### config.mk
export PLATFORM = sky130hd
export DESIGN_NAME = v810_bus_target
export DESIGN_NICKNAME = d
export VERILOG_FILES = /design/src/rtl/v810_bus_pkg.sv /design/src/rtl/v810_wait_ctr.sv /design/src/rtl/v810_bus_target.sv
export SDC_FILE = /design/constraint.sdc
export NUM_CORES = 1
export LEC_CHECK = 0
export CAP_MARGIN = 10
export CORE_MARGIN = 2
export CORE_UTILIZATION = 37
export CTS_CLUSTER_SIZE = 16
export DETAILED_ROUTE_END_ITERATION = 10
export PLACE_DENSITY_LB_ADDON = 0.3
export SLEW_MARGIN = 20
export SYNTH_ARGS = -nofsm -noshare
export SYNTH_HDL_FRONTEND = slang
export SYNTH_SLANG_ARGS = --single-unit
### constraint.sdc
create_clock -name CLK -period 2.36 [get_ports CLK]
set_input_delay 0.472 -clock CLK [delete_from_list [all_inputs] [get_ports CLK]]
set_output_delay 0.472 -clock CLK [all_outputs]
set_load 0.05 [all_outputs]
### src/rtl/v810_bus_pkg.sv
// Shared state type, V810 cycle-status encodings and lane helpers for the bus target.
package v810_bus_pkg;

    typedef enum logic [1:0] {
        IDLE   = 2'd0,
        ACCESS = 2'd1,
        HOLD   = 2'd2,
        READY  = 2'd3
    } bus_state_e;

    localparam logic [1:0] ST_IO      = 2'b10;  // ST code of an I/O cycle
    localparam int         ST_ACK_BIT = 0;      // ST bit set on halt / fault acknowledge
    localparam int         WAIT_W     = 4;      // wait counter width (0..15 wait states)

    // High-true lane enables of a 16-bit device: the halfword selected by A[1]
    // lands in lanes 1:0 (A[1]=0) or lanes 3:2 (A[1]=1).
    function automatic logic [3:0] bus16_be(input logic a1, input logic [3:0] ben);
        return a1 ? {~ben[3:2], 2'b00} : {2'b00, ~ben[1:0]};
    endfunction

endpackage

### src/rtl/v810_wait_ctr.sv
// Minimum wait-state counter: loads on cycle start, counts down while enabled,
// saturates at zero and flags it.
module v810_wait_ctr
    import v810_bus_pkg::*;
#(
    parameter int W = WAIT_W
)(
    input  logic         clk,
    input  logic         res,
    input  logic         ce,
    input  logic         load,
    input  logic [W-1:0] load_val,
    input  logic         dec,
    output logic         zero
);

    logic [W-1:0] cnt;

    // Load has priority over decrement; decrement stops at zero.
    always_ff @(posedge clk) begin
        if (res) begin
            cnt <= '0;
        end else if (ce) begin
            if (load)
                cnt <= load_val;
            else if (dec && cnt != '0)
                cnt <= cnt - W'(1);
        end
    end

    assign zero = (cnt == '0);

endmodule

### src/rtl/v810_bus_target.sv
// V810 external-bus target: decodes a bus cycle, runs it against a simple
// request/acknowledge backend, and returns READYn (plus SZRQn for 16-bit mode).
module v810_bus_target
    import v810_bus_pkg::*;
#(
    parameter logic [31:0] BASE        = 32'h8000_0000,
    parameter logic [31:0] MASK        = 32'h8000_0000,
    parameter int          WAIT_STATES = 0,
    parameter bit          BUS16       = 1'b0,
    parameter bit          IO_SPACE    = 1'b0
)(
    input  logic        CLK,
    input  logic        RES,
    input  logic        CE,
    input  logic [31:0] A,
    input  logic [31:0] D_I,
    output logic [31:0] D_O,
    input  logic [3:0]  BEn,
    input  logic [1:0]  ST,
    input  logic        DAn,
    input  logic        MRQn,
    input  logic        RW,
    input  logic        BCYSTn,
    output logic        READYn,
    output logic        SZRQn,
    output logic [29:0] MEM_A,
    output logic [3:0]  MEM_BE,
    output logic        MEM_WE,
    output logic [31:0] MEM_WD,
    output logic        MEM_REQ,
    input  logic        MEM_ACK,
    input  logic [31:0] MEM_RD
);

    bus_state_e  state, state_nx;
    logic [31:1] a_q;          // A[0] carries no information on this bus
    logic [3:0]  ben_q;
    logic        rw_q;
    logic        szrq_q;       // 32-bit access to a 16-bit device: ask for a split
    logic [31:0] d_q;
    logic [31:0] rd_q;
    logic        type_ok, sel, start, in_cycle, ctr_zero;
    logic [3:0]  be_map;
    logic [31:0] wd_map, do_map;
    logic        unused_a0;

    assign unused_a0 = A[0];

    // Cycle-type match; halt/fault acknowledge never selects.
    assign type_ok  = IO_SPACE ? (MRQn && ST == ST_IO) : !MRQn;
    assign sel      = ((A & MASK) == (BASE & MASK)) && type_ok && !(MRQn && ST[ST_ACK_BIT]);
    assign start    = (state == IDLE) && !BCYSTn && sel;
    assign in_cycle = (state == ACCESS) || (state == HOLD);

    // Lane steering from latched request only, so nothing on A/BEn/D_I reaches outputs directly.
    assign be_map = BUS16 ? bus16_be(a_q[1], ben_q) : ~ben_q;
    assign wd_map = !BUS16 ? d_q :
                    a_q[1] ? {d_q[15:0], 16'h0000} : {16'h0000, d_q[15:0]};
    assign do_map = !BUS16 ? rd_q :
                    a_q[1] ? {16'h0000, rd_q[31:16]} : {16'h0000, rd_q[15:0]};

    v810_wait_ctr #(.W(WAIT_W)) u_wait (
        .clk      (CLK),
        .res      (RES),
        .ce       (CE),
        .load     (start),
        .load_val (WAIT_W'(WAIT_STATES)),
        .dec      (in_cycle),
        .zero     (ctr_zero)
    );

    // State register; reset wins over the clock enable.
    always_ff @(posedge CLK) begin
        if (RES)
            state <= IDLE;
        else if (CE)
            state <= state_nx;
    end

    // Latch the CPU request when the cycle is accepted; capture read data on acknowledge.
    always_ff @(posedge CLK) begin
        if (RES) begin
            a_q    <= '0;
            ben_q  <= '0;
            rw_q   <= 1'b0;
            szrq_q <= 1'b0;
            d_q    <= '0;
            rd_q   <= '0;
        end else if (CE) begin
            if (start) begin
                a_q    <= A[31:1];
                ben_q  <= BEn;
                rw_q   <= RW;
                d_q    <= D_I;
                szrq_q <= BUS16 && !A[1] && (BEn == 4'b0000);
            end
            if (state == ACCESS && MEM_ACK && !DAn)
                rd_q <= MEM_RD;
        end
    end

    // Next state and state-decoded outputs; a DAn release aborts ahead of any acknowledge.
    always_comb begin
        state_nx = state;
        READYn   = 1'b1;
        SZRQn    = 1'b1;
        D_O      = '0;
        MEM_REQ  = 1'b0;
        MEM_A    = '0;
        MEM_BE   = '0;
        MEM_WE   = 1'b0;
        MEM_WD   = '0;
        case (state)
            IDLE: begin
                if (start)
                    state_nx = ACCESS;
            end
            ACCESS: begin
                MEM_REQ = 1'b1;
                MEM_A   = a_q[31:2];
                MEM_BE  = be_map;
                MEM_WE  = !rw_q;
                MEM_WD  = wd_map;
                if (DAn)
                    state_nx = IDLE;
                else if (MEM_ACK)
                    state_nx = ctr_zero ? READY : HOLD;
            end
            HOLD: begin
                if (DAn)
                    state_nx = IDLE;
                else if (ctr_zero)
                    state_nx = READY;
            end
            READY: begin
                READYn   = 1'b0;
                SZRQn    = !szrq_q;
                if (rw_q)
                    D_O = do_map;
                state_nx = IDLE;
            end
            default: state_nx = IDLE;
        endcase
    end

endmodule

==> impl_metrics.env, run 1 <==
export IMPL_synth_edf_count=0
export IMPL_syn2layout_area_growth_pct=77.4
export IMPL_hp_class="flip-flop to flip-flop"
export IMPL_drv_cap=0
export IMPL_antenna_left=0
export IMPL_hold_depth=2
export IMPL_clock_sinks=105
export IMPL_overflow=0
export IMPL_regToRegEndpoint="do_map[20]$_SDFFE_PP0P_"
export IMPL_avgSynthCellArea_um2=7.54
export IMPL_hpwlAfterDp_um=9550
export IMPL_diodes=0
export IMPL_min_period_ns=2.21
export IMPL_antenna_found_initial=0
export IMPL_syn_cell_area_um2=4520
export IMPL_syn_nets=715
export IMPL_fin_cells=930
export IMPL_power_leakage_nw=3.02
export IMPL_ys_seq_area_share_pct=46.6
export IMPL_die_width_um=114
export IMPL_drive_gt1_share_pct=17.9
export IMPL_ctsResizeCount=0
export IMPL_skew_ns=0.00588
export IMPL_place_inst=914
export IMPL_cts_hold_buf=0
export IMPL_end_kind="output port"
export IMPL_hold_viol=0
export IMPL_initial_core_util_pct=37.8
export IMPL_syn_inst=599
export IMPL_routed_via_density=4.93
export IMPL_reg2regPathDepth=8
export IMPL_fmax_mhz=453
export IMPL_power_density_nw_per_um2=472
export IMPL_critPathKind="flip-flop to output port"
export IMPL_slew_headroom_pct=64.9
export IMPL_path_common_cell="buf_12"
export IMPL_reg2reg_from="state[1]$_SDFFE_PP0P_"
export IMPL_io_pins=212
export IMPL_crit_path_cell_trace="inv_1, ha_2, buf_12, nor2b_2, buf_12"
export IMPL_clockBufferDepth=2
export IMPL_arrival_ns=1.74
export IMPL_tns_ns=0
export IMPL_fin_util_pct=67.0
export IMPL_grtUsageTotal_pct=20.6
export IMPL_rsz0062_at_grt="no"
export IMPL_tightest_slew_ns=0.526
export IMPL_setup_violations_final=0
export IMPL_finalCritPeriodShare_pct=93.5
export IMPL_drc=0
export IMPL_yosys_warnings=0
export IMPL_ir_drop_uv=319
export IMPL_drt_pass1_iter_count=4
export IMPL_critPathLaunch="state[1]$_SDFFE_PP0P_"
export IMPL_ys_seq_elements=105
export IMPL_htreeDepth=3
export IMPL_die_h_um=114
export IMPL_dieArea_um2=13100
export IMPL_synth_cell_type_count=33
export IMPL_ys_flop_type="dfxtp_1"
export IMPL_cts_root_buf="clkbuf_16"
export IMPL_drt_initial_drc_count=336
export IMPL_placementRows=40
export IMPL_path_max_fanout=71
export IMPL_report_final_slew_viol_count=0
export IMPL_grt_max_degree=72
export IMPL_final_cell_mix="197 x nand2_1, 105 x dfxtp_1, 104 x clkdlybuf4s50_1, 104 x buf_12, 103 x a21oi_1"
export IMPL_r2r_slack_ns=0.32
export IMPL_min_to="a_q[22]$_SDFFE_PP0P_"
export IMPL_routed_wl_um=13500
export IMPL_final_common_cell="nand2_1"
export IMPL_final_net_count=894
export IMPL_grt_pass1_wl_um=21500
export IMPL_routedWlPerCell_um=14.5
export IMPL_cts_tree="yes"
export IMPL_crit_required_ns=1.89
export IMPL_place_gp_congestion=0.774
export IMPL_worst_path_largest_cell_delay_ns=0.33
export IMPL_cts_buffers=9
export IMPL_start_kind="flip-flop"
export IMPL_clkLatencyLatePin_ns=0.34
export IMPL_first_global_vias=4433
export IMPL_core_um2=12000
export IMPL_hold_start="a_q[22]$_SDFFE_PP0P_"
export IMPL_cpMaxStageDelayCell="dfxtp_1"
export IMPL_cts_setup_buffers=0
export IMPL_async_flop_share_pct=0
export IMPL_status="finished, final reports clean"
export IMPL_port_buffer_count=206
export IMPL_clk_pin_slew_ns=0.07
export IMPL_vias=4583
[critical path: cells and delay by family, from the launching register on]
family                   cells  cell delay (ns)
flip-flops                   1             0.33
buffers and inverters        3             0.52
AND/OR/NAND/NOR              1             0.26
adder cells (fa/ha/maj)      1             0.22
[state kept, by name, indices dropped and copies added, names as in the netlist]
signal / count
a_q: 30
ben_q: 4
d_q: 32
do_map: 32
rw_q: 1
state: 2
u_wait.cnt: 4
[kinds of logic (layout without fill, tap and decap cells)]
logic type      Yosys count  after routing  share of synthesized area (%)
other cells               1              1                         0.0830
simple gates            320            320                           33.4
compound gates          112            112                           13.2
fa+ha+maj                 6              6                           1.66
buf+inv                  55            239                           5.10
flops                   105            105                           46.6
[layout make-up]
class / count / area, um^2
fillers: 963 / 3950
repair buffers: 216 / 3180
multi-input cells: 439 / 2210
flip-flops and latches: 105 / 2100
clock buffers: 9 / 225
well taps: 147 / 184
clock inverters: 7 / 80.1
inverters: 7 / 26.3
[how the worst max path moves through the flow]
| stage | cells past startpoint | endpoint | slack (ns) |
|---|---|---|---|
| detailed placement | 5 | state[0]$_SDFFE_PP0P_ | 0.24 |
| global placement | 5 | state[1]$_SDFFE_PP0P_ | 0.34 |
| global route | 5 | MEM_BE[3] | 0.06 |
| floorplan | 5 | MEM_WD[10] | 0.17 |
| finish | 5 | MEM_BE[2] | 0.15 |
| CTS | 5 | MEM_BE[3] | 0.16 |
[layer usage]
| metal | share of wire, % | GRT usage [%] | vias up | wire, um |
|---|---|---|---|---|
| met1 | 40 | 23.5 | 2088 | 5360 |
| met5 | 0 | 0 | - | 0 |
| li1 | - | - | 2291 | - |
| met4 | 2.5 | 8.37 | 0 | 333 |
| met2 | 49 | 35.5 | 182 | 6620 |
| met3 | 8.6 | 6.67 | 22 | 1160 |
[power by group]
group	leakage [nW]	switching, W	internal, W	total, W
sequential	0.848	0.0000139	0.00180	0.00181
clock	0.142	0.000683	0.000832	0.00152
combinational	2.03	0.000202	0.000245	0.000447
total	3.02	0.000899	0.00288	0.00378
[through the flow]
stage                     hold WS (ns)  setup slack (ns)  area [um^2]  power, W
after floorplan                  0.432             0.166         4530   0.00203
after global placement           0.436             0.335         7700   0.00229
final                            0.449             0.153         8010   0.00378
after detailed placement         0.442             0.245         7700   0.00230
after global routing             0.469            0.0601         8010   0.00393
after CTS                        0.452             0.160         8010   0.00382
[cell usage after synthesis, types with 2 or more instances]
cell	instances	area share [%]
nand2_1	198	16
dfxtp_1	105	47
a21oi_1	103	11
and2_1	62	8.6
clkbuf_1	34	2.8
and3_1	33	4.6
buf_2	10	1.1
inv_1	7	0.58
ha_1	6	1.7
nor2b_1	6	0.83
nor2_1	5	0.42
nor3_1	3	0.33
buf_1	2	0.17
nand3_1	2	0.22
nand4_1	2	0.28
o21ai_0	2	0.22
o31ai_1	2	0.33
or3_1	2	0.28
Note: power is estimated with default switching activity, not from simulation.
==> run 2: changes to the inputs <==
==> constraint.sdc (replaced) <==
create_clock -name CLK -period 2.72 [get_ports CLK]
set_input_delay 0.544 -clock CLK [delete_from_list [all_inputs] [get_ports CLK]]
set_output_delay 0.544 -clock CLK [all_outputs]
set_load 0.05 [all_outputs]
==> run 2 against run 1 <==
Count of clock-buffer cells in the layout increased by 4. Via count down 0.63%. Largest cell class unchanged. Clock skew barely moved. Global-route usage shrank 0.079 points. Total power decreased by 14%. Cell count is 0.22% lower. Clock power down 14%. Largest power group unchanged. First-iteration DRC count increased by 12%.
==> impl_metrics.env, run 2 (synthesis gave the netlist of run 1 again) <==
export IMPL_status="finished, final reports clean"
export IMPL_crit_required_ns=2.18
export IMPL_final_common_cell="nand2_1"
export IMPL_drt_initial_drc_count=377
export IMPL_final_cell_mix="197 x nand2_1, 105 x dfxtp_1, 105 x clkdlybuf4s50_1"
export IMPL_path_max_fanout=39
export IMPL_grt_max_degree=72
export IMPL_end_kind="output port"
export IMPL_power_leakage_nw=3.01
export IMPL_antenna_left=0
export IMPL_diodes=0
export IMPL_overflow=0
export IMPL_num_fill_cells=947
export IMPL_arrival_ns=1.83
export IMPL_place_gp_congestion=0.756
export IMPL_clock_sinks=105
export IMPL_drt_pass1_iter_count=5
export IMPL_rsz0062_at_grt="no"
export IMPL_drive_gt1_share_pct=16.8
export IMPL_dieArea_um2=13100
export IMPL_ir_drop_uv=277
export IMPL_ctsResizeCount=0
export IMPL_min_period_ns=2.38
export IMPL_slew_headroom_pct=41.2
export IMPL_critPathBufInv=3
export IMPL_cts_root_buf="clkbuf_16"
export IMPL_drv_cap=0
export IMPL_syn2layout_area_growth_pct=76.0
export IMPL_hp_class="flip-flop to flip-flop"
export IMPL_clk_pin_slew_ns=0.06
export IMPL_drc=0
export IMPL_finalCritPeriodShare_pct=87.4
export IMPL_die_width_um=114
export IMPL_critPathKind="flip-flop to output port"
export IMPL_switching_share_pct=22.4
export IMPL_combinationalPowerShare_pct=11.6
export IMPL_routedWlPerCell_um=14.6
export IMPL_hpwlAfterDp_um=9860
export IMPL_fin_ws_ns=0.344
export IMPL_cts_tree="yes"
export IMPL_first_global_vias=4496
export IMPL_placementRows=40
export IMPL_cts_buffers=9
export IMPL_intPower_w=0.00253
export IMPL_setup_violations_final=0
export IMPL_worst_path_largest_cell_delay_ns=0.34
export IMPL_tightest_slew_ns=0.881
export IMPL_routed_via_density=4.91
export IMPL_hold_viol=0
export IMPL_die_h_um=114
export IMPL_skew_ns=0.00617
export IMPL_reg2regPathDepth=7
export IMPL_cts_setup_buffers=0
export IMPL_htreeDepth=3
export IMPL_start_kind="flip-flop"
export IMPL_crit_path_cell_trace="inv_1, ha_2, buf_4, nor2b_1, buf_12"
export IMPL_tns_ns=0
export IMPL_port_buffer_count=206
export IMPL_io_pins=212
export IMPL_crit_family="buffers and inverters"
export IMPL_cpMaxStageDelayCell="dfxtp_1"
export IMPL_hold_depth=2
export IMPL_pre_cts_slack_ns=0.110
export IMPL_report_final_slew_viol_count=0
export IMPL_vias=4554
export IMPL_initial_core_util_pct=37.8
export IMPL_grtUsageTotal_pct=20.5
export IMPL_cp_num_cells=5
export IMPL_fmax_mhz=421
export IMPL_clock_power_share_pct=40.0
export IMPL_p_seq_share_pct=48.4
export IMPL_grt_pass1_wl_um=21500
export IMPL_net_switching_power_w=0.000729
export IMPL_routed_wl_um=13600
export IMPL_clockBufferDepth=2
export IMPL_final_net_count=893
export IMPL_cts_hold_buf=0
export IMPL_power_density_nw_per_um2=410
export IMPL_clkLatencyLatePin_ns=0.34
export IMPL_core_um2=12000
export IMPL_antenna_found_initial=0
## run 2: changes by cell type in the layout (fill, tap and decap cells not counted), moves of 2 or more
| cell | previous run | this run |
|---|---|---|
| nor2b_1 | 1 | 6 |
| nor2b_2 | 5 | 0 |
| buf_12 | 104 | 101 |
| clkbuf_1 | 0 | 2 |
| clkbuf_8 | 0 | 2 |
| clkinv_4 | 3 | 0 |
## run 2: power groups by stage
stage	Combinational (W)	Clock [W]	Sequential, W
6_report	0.000378	0.00130	0.00158
5_1_grt	0.000405	0.00139	0.00158
2_1_floorplan	0.000149	0	0.00161
3_3_place_gp	0.000369	0	0.00161
3_5_place_dp	0.000378	0	0.00161
4_1_cts	0.000380	0.00134	0.00158
## run 2: path summary, 6_finish.rpt
check,start,end,slack [ns]
worst min-delay path,d_q[16]$_SDFFE_PP0P_,d_q[16]$_SDFFE_PP0P_,0.45
worst min register to register,d_q[16]$_SDFFE_PP0P_,d_q[16]$_SDFFE_PP0P_,0.45
worst max-delay path,state[1]$_SDFFE_PP0P_,MEM_BE[0],0.34
worst max register to register,state[0]$_SDFFE_PP0P_,d_q[13]$_SDFFE_PP0P_,0.76
## run 2: cell type report
class	instances	area, um^2	share of cell area, %
Timing Repair Buffer	215	3140	39.5
Tap cell	147	184	2.31
Clock inverter	2	37.5	0.472
Clock buffer	13	260	3.27
Multi-Input combinational cell	439	2200	27.6
Sequential cell	105	2100	26.4
Inverter	7	26.3	0.331
## run 2: metrics by stage
stage	cells	hold WS (ns)	power, W	util, %	cell area (um^2)
final	928	0.450	0.00326	66.4	7950
after detailed placement	913	0.442	0.00199	63.9	7650
after global placement	913	0.437	0.00198	63.9	7650
after floorplan	599	0.432	0.00176	-	4520
after global routing	928	0.469	0.00338	66.4	7950
after CTS	928	0.452	0.00329	66.4	7950
## run 2: routing by layer
layer	global-route usage [%]	vias up	part of all wire, %
met1	23.0	2113	38
met2	36.9	142	52
li1	-	2285	-
met3	6.46	14	8.5
met4	6.59	0	1.4
met5	0	-	0
## run 2: worst min-delay path, stage by stage, from the launching register on
cell	delay, ns
dfxtp_1	0.31
nand2_1	0.05
a21oi_1	0.05
==> run 3: changes to the inputs <==
--- a/config.mk
+++ b/config.mk
@@ -5,12 +5,12 @@
 export SDC_FILE = /design/constraint.sdc
 export NUM_CORES = 1
 export LEC_CHECK = 0
-export CAP_MARGIN = 10
+export CAP_MARGIN = 40
 export CORE_MARGIN = 2
 export CORE_UTILIZATION = 37
 export CTS_CLUSTER_SIZE = 16
 export DETAILED_ROUTE_END_ITERATION = 10
-export PLACE_DENSITY_LB_ADDON = 0.3
+export PLACE_DENSITY = 0.75
 export SLEW_MARGIN = 20
 export SYNTH_ARGS = -nofsm -noshare
 export SYNTH_HDL_FRONTEND = slang
==> run 3 against run 2 <==
Clock power about the same. Flip-flop and latch count unchanged. Final area up 0.43%. Clock skew down 0.0021 ns. Highest routed layer unchanged. Worst setup slack worse by 0.19 ns. Total power up 0.53%.
==> impl_metrics.env, run 3 (synthesis gave the netlist of run 1 again) <==
export IMPL_crit_required_ns=2.18
export IMPL_num_fill_cells=935
export IMPL_critPathKind="flip-flop to output port"
export IMPL_drive_gt1_share_pct=16.9
export IMPL_placementRows=40
export IMPL_power_density_nw_per_um2=410
export IMPL_power_leakage_nw=3.01
export IMPL_slew_headroom_pct=43.0
export IMPL_final_cell_mix="197 x nand2_1, 105 x dfxtp_1, 105 x clkdlybuf4s50_1"
export IMPL_status="finished, final reports clean"
export IMPL_intPower_w=0.00252
export IMPL_critPathCapture="MEM_BE[3]"
export IMPL_initial_core_util_pct=37.8
export IMPL_regToRegEndpoint="state[0]$_SDFFE_PP0P_"
export IMPL_switching_share_pct=23.2
export IMPL_drc=0
export IMPL_port_buffer_count=206
export IMPL_grt_pass1_wl_um=22000
export IMPL_dieArea_um2=13100
export IMPL_finalCritPeriodShare_pct=94.3
export IMPL_tns_ns=0
export IMPL_drv_cap=0
export IMPL_arrival_ns=2.02
export IMPL_core_um2=12000
export IMPL_fin_cells=929
export IMPL_die_h_um=114
export IMPL_cts_tree="yes"
export IMPL_grt_max_degree=84
export IMPL_htreeDepth=3
export IMPL_report_final_slew_viol_count=0
export IMPL_min_period_ns=2.57
export IMPL_cts_buffers=9
export IMPL_routed_wl_um=13700
export IMPL_path_max_fanout=70
export IMPL_clock_power_share_pct=40.2
export IMPL_cts_hold_buf=0
export IMPL_drt_initial_drc_count=465
export IMPL_antenna_left=0
export IMPL_routed_via_density=4.99
export IMPL_clk_pin_slew_ns=0.07
export IMPL_syn2layout_area_growth_pct=76.8
export IMPL_routedWlPerCell_um=14.8
export IMPL_skew_ns=0.00408
export IMPL_vias=4640
export IMPL_finalPower_w=0.00328
export IMPL_tightest_slew_ns=0.853
export IMPL_reg2regPathDepth=6
export IMPL_hp_class="flip-flop to flip-flop"
export IMPL_combinationalPowerShare_pct=11.6
export IMPL_setup_violations_final=0
export IMPL_net_switching_power_w=0.000759
export IMPL_io_pins=212
export IMPL_r2r_slack_ns=0.83
export IMPL_first_global_vias=4580
export IMPL_final_net_count=893
export IMPL_fin_hold_ws_ns=0.450
export IMPL_rsz0062_at_grt="no"
export IMPL_start_kind="flip-flop"
export IMPL_ctsResizeCount=0
export IMPL_clkLatencyLatePin_ns=0.34
export IMPL_multiInputGateArea_um2=2200
export IMPL_antenna_found_initial=0
export IMPL_drt_pass1_iter_count=4
export IMPL_p_seq_share_pct=48.2
export IMPL_reg2reg_from="u_wait.cnt[0]$_SDFFE_PP0P_"
export IMPL_hold_start="d_q[24]$_SDFFE_PP0P_"
export IMPL_final_common_cell="nand2_1"
export IMPL_cts_root_buf="clkbuf_16"
export IMPL_fin_ws_ns=0.154
export IMPL_place_gp_congestion=0.773
export IMPL_hpwlAfterDp_um=10000
export IMPL_overflow=0
export IMPL_fmax_mhz=390
export IMPL_clock_sinks=105
export IMPL_diodes=0
export IMPL_place_inst=912
export IMPL_critPathLaunch="state[1]$_SDFFE_PP0P_"
export IMPL_cts_setup_buffers=0
export IMPL_ir_drop_uv=239
export IMPL_die_width_um=114
export IMPL_regArea_um2=2100
export IMPL_grtUsageTotal_pct=20.9
export IMPL_end_kind="output port"
export IMPL_pre_cts_slack_ns=0.379
export IMPL_hold_viol=0
export IMPL_clockBufferDepth=2
[run 3: per-stage QoR]
stage          utilization (%)  instance area [um^2]
2_1_floorplan                -                  4520
3_3_place_gp              63.8                  7630
3_5_place_dp              63.9                  7650
4_1_cts                   66.5                  7950
5_1_grt                   66.7                  7980
6_report                  66.7                  7980
[run 3: cell type report]
class / instances / area share [%]
multi-input cells: 439 / 27.5
inverters: 7 / 0.329
flip-flops and latches: 105 / 26.3
repair buffers: 215 / 39.7
clock inverters: 5 / 0.784
well taps: 147 / 2.30
clock buffers: 11 / 3.04
[run 3: worst max-delay path, cell delays in order, from the launching register on]
cell and delay, ns:
dfxtp_1 0.33, inv_1 0.14, ha_2 0.20, buf_4 0.48, nor2b_1 0.31, buf_12 0.17
[run 3: worst min path at each step]
stage                                end  slack [ns]  cells after the start
floorplan           a_q[31]$_SDFFE_PP0P_        0.43                      2
global placement    d_q[16]$_SDFFE_PP0P_        0.44                      2
detailed placement  a_q[24]$_SDFFE_PP0P_        0.44                      2
CTS                 a_q[24]$_SDFFE_PP0P_        0.45                      2
global route        a_q[10]$_SDFFE_PP0P_        0.47                      2
finish              d_q[24]$_SDFFE_PP0P_        0.45                      2
[run 3: power by group through the flow]
stage | registers [W] | clock network, W | logic [W]
floorplan | 0.00161 | 0 | 0.000149
global placement | 0.00161 | 0 | 0.000367
detailed placement | 0.00161 | 0 | 0.000375
CTS | 0.00158 | 0.00135 | 0.000377
global route | 0.00158 | 0.00142 | 0.000407
finish | 0.00158 | 0.00132 | 0.000380
[run 3: routing by layer]
layer | GRT usage, % | routed length, um | share of wire (%)
met2 | 36.3 | 6900 | 50
met5 | 0 | 0 | 0
met4 | 7.97 | 260 | 1.9
met3 | 6.46 | 1220 | 8.9
met1 | 24.1 | 5350 | 39
